## src/rtl/inference_sequencer_pkg.sv

```systemverilog
// Shared constants and FSM state encoding for the frame-level inference sequencer.
package inference_sequencer_pkg;

    localparam int FFN_OUT_BITWIDTH = 31;
    localparam int NUM_CLASSES      = 10;
    localparam int SCORE_W          = FFN_OUT_BITWIDTH + 1;
    localparam int IDX_W            = 4;

    typedef enum logic [2:0] {
        ST_IDLE   = 3'd0,
        ST_CONV   = 3'd1,
        ST_FFN    = 3'd2,
        ST_ARGMAX = 3'd3,
        ST_DONE   = 3'd4
    } seq_state_e;

endpackage

```

## src/rtl/inference_sequencer_seq_argmax.sv

```systemverilog
// Serial argmax: one class compared per step; ties keep the lower index.
module inference_sequencer_seq_argmax #(
    parameter int NUM_CLASSES = inference_sequencer_pkg::NUM_CLASSES,
    parameter int SCORE_W     = inference_sequencer_pkg::SCORE_W,
    parameter int IDX_W       = inference_sequencer_pkg::IDX_W
) (
    input  logic                         clk_i,
    input  logic                         rst_i,
    input  logic                         load_i,
    input  logic                         step_i,
    input  logic [NUM_CLASSES*SCORE_W-1:0] scores_i,
    output logic [IDX_W-1:0]             best_idx_o,
    output logic [SCORE_W-1:0]           best_score_o,
    output logic                         last_o
);
    import inference_sequencer_pkg::*;

    logic [IDX_W-1:0]          ptr_q, ptr_d;
    logic [IDX_W-1:0]          best_idx_q, best_idx_d;
    logic signed [SCORE_W-1:0] best_score_q, best_score_d;
    logic signed [SCORE_W-1:0] cand;

    assign last_o = (ptr_q == IDX_W'(NUM_CLASSES - 1));

    always_comb begin
        cand         = scores_i[int'(ptr_q)*SCORE_W +: SCORE_W];
        ptr_d        = ptr_q;
        best_idx_d   = best_idx_q;
        best_score_d = best_score_q;
        if (load_i) begin
            best_score_d = scores_i[SCORE_W-1:0];
            best_idx_d   = '0;
            ptr_d        = IDX_W'(1);
        end else if (step_i) begin
            if (cand > best_score_q) begin
                best_score_d = cand;
                best_idx_d   = ptr_q;
            end
            // Parking on the last class keeps the score mux in range once done.
            if (!last_o) begin
                ptr_d = ptr_q + 1'b1;
            end
        end
    end

    always_ff @(posedge clk_i or posedge rst_i) begin
        if (rst_i) begin
            ptr_q        <= '0;
            best_idx_q   <= '0;
            best_score_q <= '0;
        end else begin
            ptr_q        <= ptr_d;
            best_idx_q   <= best_idx_d;
            best_score_q <= best_score_d;
        end
    end

    assign best_idx_o   = best_idx_q;
    assign best_score_o = best_score_q;

endmodule

```

## src/rtl/inference_sequencer.sv

```systemverilog
// Frame scheduler: CONV -> FFN -> serial ARGMAX, with a per-phase watchdog.
module inference_sequencer #(
    parameter int NUM_CLASSES    = inference_sequencer_pkg::NUM_CLASSES,
    parameter int SCORE_W        = inference_sequencer_pkg::SCORE_W,
    parameter int IDX_W          = inference_sequencer_pkg::IDX_W,
    parameter int TIMEOUT_CYCLES = 1048576,
    parameter int TO_W           = 21
) (
    input  logic                           clock_i,
    input  logic                           reset_i,
    input  logic                           en_i,
    input  logic                           buffer_rdy_i,
    input  logic                           fm_buffer_full_i,
    input  logic                           product_rdy_i,
    input  logic [NUM_CLASSES*SCORE_W-1:0] scores_i,
    output logic                           conv_start_o,
    output logic                           mm_start_o,
    output logic                           busy_o,
    output logic                           result_valid_o,
    output logic [IDX_W-1:0]               class_idx_o,
    output logic [SCORE_W-1:0]             class_score_o,
    output logic [15:0]                    frame_count_o,
    output logic                           timeout_err_o
);
    import inference_sequencer_pkg::*;

    seq_state_e         state_q;
    logic [TO_W-1:0]    wd_q;
    logic               fm_q, prod_q;
    logic               conv_start_q, mm_start_q, result_valid_q, timeout_err_q;
    logic [IDX_W-1:0]   class_idx_q;
    logic [SCORE_W-1:0] class_score_q;
    logic [15:0]        frame_count_q;

    logic               fm_rise, prod_rise, wd_expired;
    logic               am_load, am_step, am_last;
    logic [IDX_W-1:0]   am_idx;
    logic [SCORE_W-1:0] am_score;

    // Edge copies reset high so a level already asserted at reset release is not an edge.
    assign fm_rise    = fm_buffer_full_i & ~fm_q;
    assign prod_rise  = product_rdy_i & ~prod_q;
    assign wd_expired = (wd_q == TO_W'(TIMEOUT_CYCLES - 1));
    assign am_load    = (state_q == ST_FFN) && prod_rise;
    assign am_step    = (state_q == ST_ARGMAX);

    inference_sequencer_seq_argmax #(
        .NUM_CLASSES (NUM_CLASSES),
        .SCORE_W     (SCORE_W),
        .IDX_W       (IDX_W)
    ) u_argmax (
        .clk_i        (clock_i),
        .rst_i        (reset_i),
        .load_i       (am_load),
        .step_i       (am_step),
        .scores_i     (scores_i),
        .best_idx_o   (am_idx),
        .best_score_o (am_score),
        .last_o       (am_last)
    );

    always_ff @(posedge clock_i or posedge reset_i) begin
        if (reset_i) begin
            state_q        <= ST_IDLE;
            wd_q           <= '0;
            fm_q           <= 1'b1;
            prod_q         <= 1'b1;
            conv_start_q   <= 1'b0;
            mm_start_q     <= 1'b0;
            result_valid_q <= 1'b0;
            timeout_err_q  <= 1'b0;
            class_idx_q    <= '0;
            class_score_q  <= '0;
            frame_count_q  <= '0;
        end else begin
            fm_q           <= fm_buffer_full_i;
            prod_q         <= product_rdy_i;
            conv_start_q   <= 1'b0;
            mm_start_q     <= 1'b0;
            result_valid_q <= 1'b0;
            case (state_q)
                ST_IDLE: begin
                    if (en_i && buffer_rdy_i) begin
                        conv_start_q <= 1'b1;
                        wd_q         <= '0;
                        state_q      <= ST_CONV;
                    end
                end
                ST_CONV: begin
                    // A coincident product_rdy edge is dropped here; its copy is still updated.
                    if (fm_rise) begin
                        mm_start_q <= 1'b1;
                        wd_q       <= '0;
                        state_q    <= ST_FFN;
                    end else if (wd_expired) begin
                        timeout_err_q <= 1'b1;
                        state_q       <= ST_IDLE;
                    end else begin
                        wd_q <= wd_q + 1'b1;
                    end
                end
                ST_FFN: begin
                    if (prod_rise) begin
                        state_q <= ST_ARGMAX;
                    end else if (wd_expired) begin
                        timeout_err_q <= 1'b1;
                        state_q       <= ST_IDLE;
                    end else begin
                        wd_q <= wd_q + 1'b1;
                    end
                end
                ST_ARGMAX: begin
                    if (am_last) begin
                        state_q <= ST_DONE;
                    end
                end
                ST_DONE: begin
                    class_idx_q    <= am_idx;
                    class_score_q  <= am_score;
                    result_valid_q <= 1'b1;
                    frame_count_q  <= frame_count_q + 1'b1;
                    timeout_err_q  <= 1'b0;
                    state_q        <= ST_IDLE;
                end
                default: begin
                    state_q <= ST_IDLE;
                end
            endcase
        end
    end

    assign conv_start_o   = conv_start_q;
    assign mm_start_o     = mm_start_q;
    assign busy_o         = (state_q != ST_IDLE);
    assign result_valid_o = result_valid_q;
    assign class_idx_o    = class_idx_q;
    assign class_score_o  = class_score_q;
    assign frame_count_o  = frame_count_q;
    assign timeout_err_o  = timeout_err_q;

endmodule

```

## config.mk

```make
export PLATFORM = sky130hd
export DESIGN_NAME = inference_sequencer
export DESIGN_NICKNAME = d
export VERILOG_FILES = /design/src/rtl/inference_sequencer_pkg.sv /design/src/rtl/inference_sequencer_seq_argmax.sv /design/src/rtl/inference_sequencer.sv
export SDC_FILE = /design/constraint.sdc
export NUM_CORES = 1
export LEC_CHECK = 0
export CAP_MARGIN = 20
export CELL_PAD_IN_SITES_DETAIL_PLACEMENT = 1
export CELL_PAD_IN_SITES_GLOBAL_PLACEMENT = 1
export CORE_MARGIN = 10
export CORE_UTILIZATION = 33
export DETAILED_ROUTE_END_ITERATION = 6
export HOLD_SLACK_MARGIN = 0.02
export PLACE_DENSITY = 0.81
export SYNTH_ARGS = -nofsm -noshare
export SYNTH_HDL_FRONTEND = slang
export SYNTH_HIERARCHICAL = 1
export SYNTH_SLANG_ARGS = --single-unit
```

## constraint.sdc

```tcl
create_clock -name clock_i -period 5 [get_ports clock_i]
set_input_delay 0.5 -clock clock_i [delete_from_list [all_inputs] [get_ports clock_i]]
set_output_delay 0.5 -clock clock_i [all_outputs]
set_load 0.01 [all_outputs]
```

==> Word level (Yosys, flattened, before mapping) <==
Index checks and enable logic that the tools add are counted.
{ "word_totals": {"regBits": 122, "latchBits": 0, "ramBits": 0, "rom_bits": 0, "in_bits": 326, "out_inout_bits": 57, "wordCells": 76, "memories": 0} }
{ "op_classes": {"add_sub_neg": 3, "mul": 0, "div": 0, "order_cmp": 1, "n_eq_ne": 11, "n_shift": 1, "n_mux": 29, "bitwise_logic": 4, "n_reduce_logical": 13} }
{ "ops": {"columns": ["operator", "count"], "rows": [
  ["$shiftx A320 B10 Y32", 1],
  ["$mux W32", 3],
  ["$mux W21", 4],
  ["$pmux W21 S3", 1],
  ["$gt A32 B32 Y1", 1],
  ["$mux W4", 6],
  ["$add A21 B1 Y21 const B", 1],
  ["$eq A21 B20 Y1 const B", 1],
  ["$add A16 B1 Y16 const B", 1],
  ["$mux W3", 5],
  ["$pmux W3 S4", 1],
  ["$reduce_bool A3 Y1", 3],
  ["$mux W1", 8],
  ["$ne A2 B2 Y1 const B", 4],
  ["$eq A3 B2 Y1 const B", 2],
  ["$reduce_and A2 Y1", 3],
  ["$reduce_and A3 Y1", 2],
  ["$add A4 B1 Y4 const B", 1],
  ["$eq A4 B4 Y1 const B", 1],
  ["$reduce_bool A2 Y1", 2],
  ["$eq A3 B1 Y1 const B", 1],
  ["$eq A3 B3 Y1 const B", 1],
  ["$logic_not A3 Y1", 1],
  ["$pmux W1 S3", 1],
  ["4 further kinds", 7]
]} }

==> Depth between registers and ports, before layout <==
{ "depth": {"ltp_word": 5, "ltp_mapped": 17, "ltp_nobuf": 13} }

==> Cells and area by module <==
The synthesis kept the hierarchy.
{ "by_module_without_submodules": {"columns": ["module", "instances", "cells_each", "area_per_inst_um2", "seq_area_each_um2"], "rows": [
  ["inference_sequencer_seq_argmax", 1, 549, 5340.1, 1001.0],
  ["inference_sequencer", 1, 302, 3703.6, 2054.5]
]} }

==> Worst setup path before layout <==
No wires, ideal clock.
{ "synth_timing": {"kind": "register -> register", "startpoint": "register u_argmax.ptr_q[0]", "endpoint": "register u_argmax.best_score_q[12] (netlist: u_argmax/best_score_o[12])", "arrival_ns": 3.880, "required_ns": 4.848, "slack_ns": 0.968, "path_stages_with_launch": 16, "n_path_buf": 4, "synth_period_minus_slack_ns": 4.032, "path_cell_list": "dfrtp_1 > clkbuf_1 > buf_2 > mux4_2 > a21oi_1 > o21ai_0 > ha_1 > and3_1 > a221oi_2 > o32ai_2 > o41a_2 > o31ai_4 > and2b_1 > buf_6 > buf_6 > a221oi_2"} }
{ "synth_via": {"elab_chain_len": 4, "elab_cells_between_ends": 7} }
{ "synth_lines": {"columns": ["item", "line_no", "source"], "rows": [
  ["start: declaration", "inference_sequencer_seq_argmax.sv:18", "logic [IDX_W-1:0] ptr_q, ptr_d;"],
  ["start signal: assignment", "inference_sequencer_seq_argmax.sv:52", "ptr_q <= ptr_d;"],
  ["$shiftx A320 B10 Y32 (*)", "inference_sequencer_seq_argmax.sv:26", "cand = scores_i[int'(ptr_q)*SCORE_W +: SCORE_W];"],
  ["$gt A32 B32 Y1 / $mux W32 (equally long branches)", "inference_sequencer_seq_argmax.sv:35", "if (cand > best_score_q) begin"],
  ["$reduce_bool A2 Y1 (no source line) / $mux W32 (equally long branches)", null, null],
  ["$reduce_and A2 Y1 (no source line) / $mux W32 (equally long branches)", null, null],
  ["end signal: assignment", "inference_sequencer_seq_argmax.sv:54", "best_score_q <= best_score_d;"],
  ["end: declaration", "inference_sequencer_seq_argmax.sv:20", "logic signed [SCORE_W-1:0] best_score_q, best_score_d;"]
]} }
Mark *: on every way between the ends. The rest lies on a longest branch, timed or not. The select of a mux whose other input is x is not followed.
A chain may end at the register's enable or synchronous reset.

==> Worst setup path after layout <==
{ "layout_timing": {"startpoint": "register u_argmax.ptr_q[0]", "endpoint": "register u_argmax.best_idx_q[0] (netlist: u_argmax/best_idx_o[0])"} }
{ "layout_via": {"elab_chain_len": 4, "elab_cells_between_ends": 7} }
{ "layout_lines": {"columns": ["item", "line_no", "source"], "rows": [
  ["$shiftx A320 B10 Y32", "inference_sequencer_seq_argmax.sv:26", null],
  ["$gt A32 B32 Y1", "inference_sequencer_seq_argmax.sv:35", null],
  ["$reduce_bool A2 Y1 (no source line)", null, null],
  ["$reduce_and A2 Y1 (no source line)", null, null],
  ["end signal: assignment", "inference_sequencer_seq_argmax.sv:53", "best_idx_q <= best_idx_d;"],
  ["end: declaration", "inference_sequencer_seq_argmax.sv:19", "logic [IDX_W-1:0] best_idx_q, best_idx_d;"]
]} }
Several ways; a longest one is shown, not always the timed one. The select of a mux whose other input is x is not followed.

==> summary.txt <==
Power and ir drop
  • Pint: 4.10 mW
  • Largest vdd supply drop: 0.000290 V
  • Clock network fraction of design power: 0.181
  • Sequential cell fraction of total power: 0.218
  • Power per standard cell area: 514 nW/um2
  • Net Switching: 3.01 mW
  • Comb pwr share: 0.601
  • Fraction of power spent switching nets: 0.423
  • Static leakage power: 5.81 nW

Critical path
  • Worst Path Class, Setup: reg -> reg
  • Data arrival time of the worst path: 4.83 ns
  • Crit-path max cell delay: 0.64 ns
  • Setup crit end kind: flop
  • Cell with the most instances on the worst path: sky130_fd_sc_hd__buf_4
  • Critical Path Start Type: flop
  • Max Fanout on Critical Path: 36
  • Slowest cell on the critical path: sky130_fd_sc_hd__dfrtp_4
  • CP Cell Sequence: buf_4, mux4_2, a21oi_1, o21ai_0, ha_1, nand4_1, or3_1, o32ai_2, nor4_1, o31ai_4, buf_4, mux2i_1, nor2_1
  • Worst endpoint required time: 5.28 ns

Floorplan
  • Row cnt: 60
  • Total Die Area: 34400 um2
  • Ports placed on the boundary: 383
  • Die width: 186 um
  • Initial standard-cell utilization of the core: 0.336
  • Core region area: 27000 um2
  • Vertical die dimension: 186 um

Clocking
  • Buffer cell driving the clock tree root: sky130_fd_sc_hd__clkbuf_16
  • Hold buffer count at cts: 0
  • Maximum level of the CTS H-tree: 4
  • TritonCTS clock tree: done
  • Clock net sink count: 122
  • Maximum buffer depth of the clock tree: 2
  • CTS clk-pin slew, worst paths: 0.06 ns
  • Number of buffers added for setup after CTS: 0
  • Later-pin clock latency in the skew report: 0.42 ns
  • CTS Buf Count: 17
  • Cells resized by post-CTS repair: 0

Layout
  • Final non-filler cell area: 13800 um2
  • Layout cells sized above 1: 0.174
  • Flip-flop and latch area: 3060 um2
  • Final-stage net count: 1576
  • Commonest cells after routing, fill and taps aside: sky130_fd_sc_hd__clkdlybuf4s50_1, sky130_fd_sc_hd__dfrtp_1, sky130_fd_sc_hd__inv_1
  • Number of inserted filler cells in the final layout: 2927
  • Combined area of the multi-input logic cells: 5400 um2
  • P&R area growth vs syn: 53.0%
  • Most common library cell in the layout ignoring fill and taps: sky130_fd_sc_hd__clkdlybuf4s50_1

Logic synthesis
  • Count of warnings emitted by yosys: 6
  • Count of unique library cells instantiated by Yosys: 71
  • Synthesized flop and latch total: 122
  • Netlist area before placement: 9040 um2
  • FFs w/ async S/R, synth: 1.00
  • Number of enable flip-flop cells after synthesis: 0
  • Synthesized instance count: 851
  • Mean cell area of the mapped netlist: 10.6 um2
  • Synth Net Count: 1213
  • Ys flop type: sky130_fd_sc_hd__dfrtp_1
  • Part of the Yosys area used for sequential elements: 0.338

STA
  • Actual transition at the worst max-transition pin: 0.748 ns
  • Total negative setup slack: 0 ns
  • Share of the cycle needed by the critical path after routing: 0.909
  • Slew Limit Fails: 0
  • Worst rel slew slack: 0.500
  • Unrepaired setup endpoints after global routing: no
  • Final Setup Violations: 0
  • Hold violation count in the final report: 0
  • Crit path time final: 4.55 ns
  • Max Fclk: 220 MHz
  • Final Hold Slack: 0.473 ns
  • Worst clock skew: 0.00633 ns

Status
  • Result of the run: finished, final reports clean

Placed design
  • Cell area after placement: 13200 um2
  • Detailed-placement wirelength estimate: 33800 um
  • Global placement routability congestion: 0.897
  • Total of buffers placed on input and output ports: 382

Detailed routing
  • Aggregate routed wire length: 40900 um
  • Vias per Instance: 5.50
  • Via count: 8666
  • DRC marker count from the first detailed-route iteration: 516
  • Antenna Violating Nets Remaining: 0
  • First-pass iteration count of the detailed router: 5
  • DR WL/cell: 26.0 um
  • DRC violations left: 0

Global routing
  • Pin count of the biggest net entering global routing: 69
  • Overall track demand over capacity in global routing: 0.234
  • Wire length of the first global-routing pass: 60200 um
  • Antenna violations before repair: 9
  • Number of global-route vias before repair: 9686
  • Aggregate global routing overflow: 0

Hold path
  • Class of the most critical hold timing path: reg -> reg

Run
  • Max-cap check violation count: 0
## layout make-up
class	instances	share of cell area
inverter	75	0.0204
multi-input combinational	594	0.390
clock buffer	21	0.0340
sequential	122	0.221
timing repair buffer	404	0.291
antenna	9	0.00163
clock inverter	11	0.0104
tap	341	0.0308
## through the flow
stage	setup WS (ns)	instances	power [mW]	util
after floorplan	0.968	851	4.42	-
after global placement	0.608	1536	5.63	0.490
after detailed placement	0.463	1536	5.78	0.490
after CTS	0.431	1568	7.13	0.512
after global routing	0.102	1577	7.59	0.513
final	0.453	1577	7.11	0.513
## critical path: cells and delay by family (launching register included)
family,cells,cell delay [ns]
buf+inv,2,0.81
flops,1,0.64
simple gates,4,0.90
compound gates,4,0.81
mux,2,0.82
fa+ha+maj,1,0.41
## cells in the mapped netlist (4+ instances only)
| cell | number | share of area |
|---|---|---|
| sky130_fd_sc_hd__nand4_1 | 14 | 0.0097 |
| sky130_fd_sc_hd__nor2_1 | 53 | 0.022 |
| sky130_fd_sc_hd__nand3_1 | 18 | 0.010 |
| sky130_fd_sc_hd__buf_2 | 18 | 0.010 |
| sky130_fd_sc_hd__nand2_1 | 65 | 0.027 |
| sky130_fd_sc_hd__xor2_1 | 5 | 0.0048 |
| sky130_fd_sc_hd__ha_1 | 36 | 0.050 |
| sky130_fd_sc_hd__mux4_2 | 64 | 0.16 |
| sky130_fd_sc_hd__o21ai_1 | 4 | 0.0022 |
| sky130_fd_sc_hd__dfrtp_1 | 120 | 0.33 |
| sky130_fd_sc_hd__mux2i_1 | 38 | 0.042 |
| sky130_fd_sc_hd__or4_1 | 9 | 0.0075 |
| sky130_fd_sc_hd__nand2b_1 | 4 | 0.0028 |
| sky130_fd_sc_hd__o211ai_1 | 5 | 0.0042 |
| sky130_fd_sc_hd__nor3_1 | 37 | 0.020 |
| sky130_fd_sc_hd__xnor2_1 | 15 | 0.015 |
| sky130_fd_sc_hd__and3_1 | 5 | 0.0035 |
| sky130_fd_sc_hd__o21ai_0 | 32 | 0.018 |
| sky130_fd_sc_hd__buf_4 | 4 | 0.0033 |
| sky130_fd_sc_hd__a21o_1 | 4 | 0.0033 |
| sky130_fd_sc_hd__a21oi_1 | 58 | 0.032 |
| sky130_fd_sc_hd__o31ai_1 | 6 | 0.0050 |
| sky130_fd_sc_hd__a221oi_2 | 33 | 0.055 |
| sky130_fd_sc_hd__clkbuf_1 | 28 | 0.012 |
| sky130_fd_sc_hd__buf_6 | 7 | 0.0087 |
| sky130_fd_sc_hd__inv_1 | 75 | 0.031 |
| sky130_fd_sc_hd__or3_1 | 4 | 0.0028 |
| sky130_fd_sc_hd__mux2_2 | 37 | 0.046 |
## worst paths after layout
path	from	endpoint	slack, ns	cells after the start
worst min-delay path	frame_count_o[15]	frame_count_o[15]	0.47	1
worst min register to register	frame_count_o[15]	frame_count_o[15]	0.47	1
worst max register to register	u_argmax/ptr_q[0]	u_argmax/best_idx_o[0]	0.45	13
worst max-delay path	u_argmax/ptr_q[0]	u_argmax/best_idx_o[0]	0.45	13
min in group asynchronous	reset_i	class_score_o[23]	0.52	2
max in group asynchronous	reset_i	wd_q[18]	3.43	3
## power groups by stage
stage	Combinational, mW	Clock [mW]	Sequential (mW)
2_1_floorplan	2.96	0	1.45
4_1_cts	4.28	1.30	1.55
3_5_place_dp	4.22	0	1.56
3_3_place_gp	4.08	0	1.55
6_report	4.28	1.28	1.55
5_1_grt	4.65	1.35	1.59
## per-layer routing
metal | part of all wire | vias up | wire (um) | track usage
met5 | 0.00032 | - | 13 | 0
met2 | 0.53 | 326 | 21500 | 0.414
met4 | 0.028 | 2 | 1170 | 0.0896
li1 | - | 3919 | - | -
met1 | 0.38 | 4365 | 15500 | 0.264
met3 | 0.067 | 54 | 2750 | 0.0591
## sequential cells by signal, summed over array words and instances (netlist names), 3 cells and up
name and flops:
wd_q 21, class_idx_o 4, state_q 3, class_score_o 32, u_argmax/best_idx_o 4, frame_count_o 16
u_argmax/best_score_o 32, u_argmax/ptr_q 4
## logic make-up (layout without fill, tap and decap cells)
group / count (synthesis) / after routing / share of synthesized area
fa+ha+maj: 36 / 36 / 0.0498
simple gates: 231 / 231 / 0.129
mux: 139 / 139 / 0.248
compound gates: 168 / 168 / 0.150
other cells: 0 / 9 / 0
buf+inv: 135 / 511 / 0.0660
flops: 122 / 122 / 0.338
xor+xnor: 20 / 20 / 0.0194
Power figures use the tool's default switching activity.
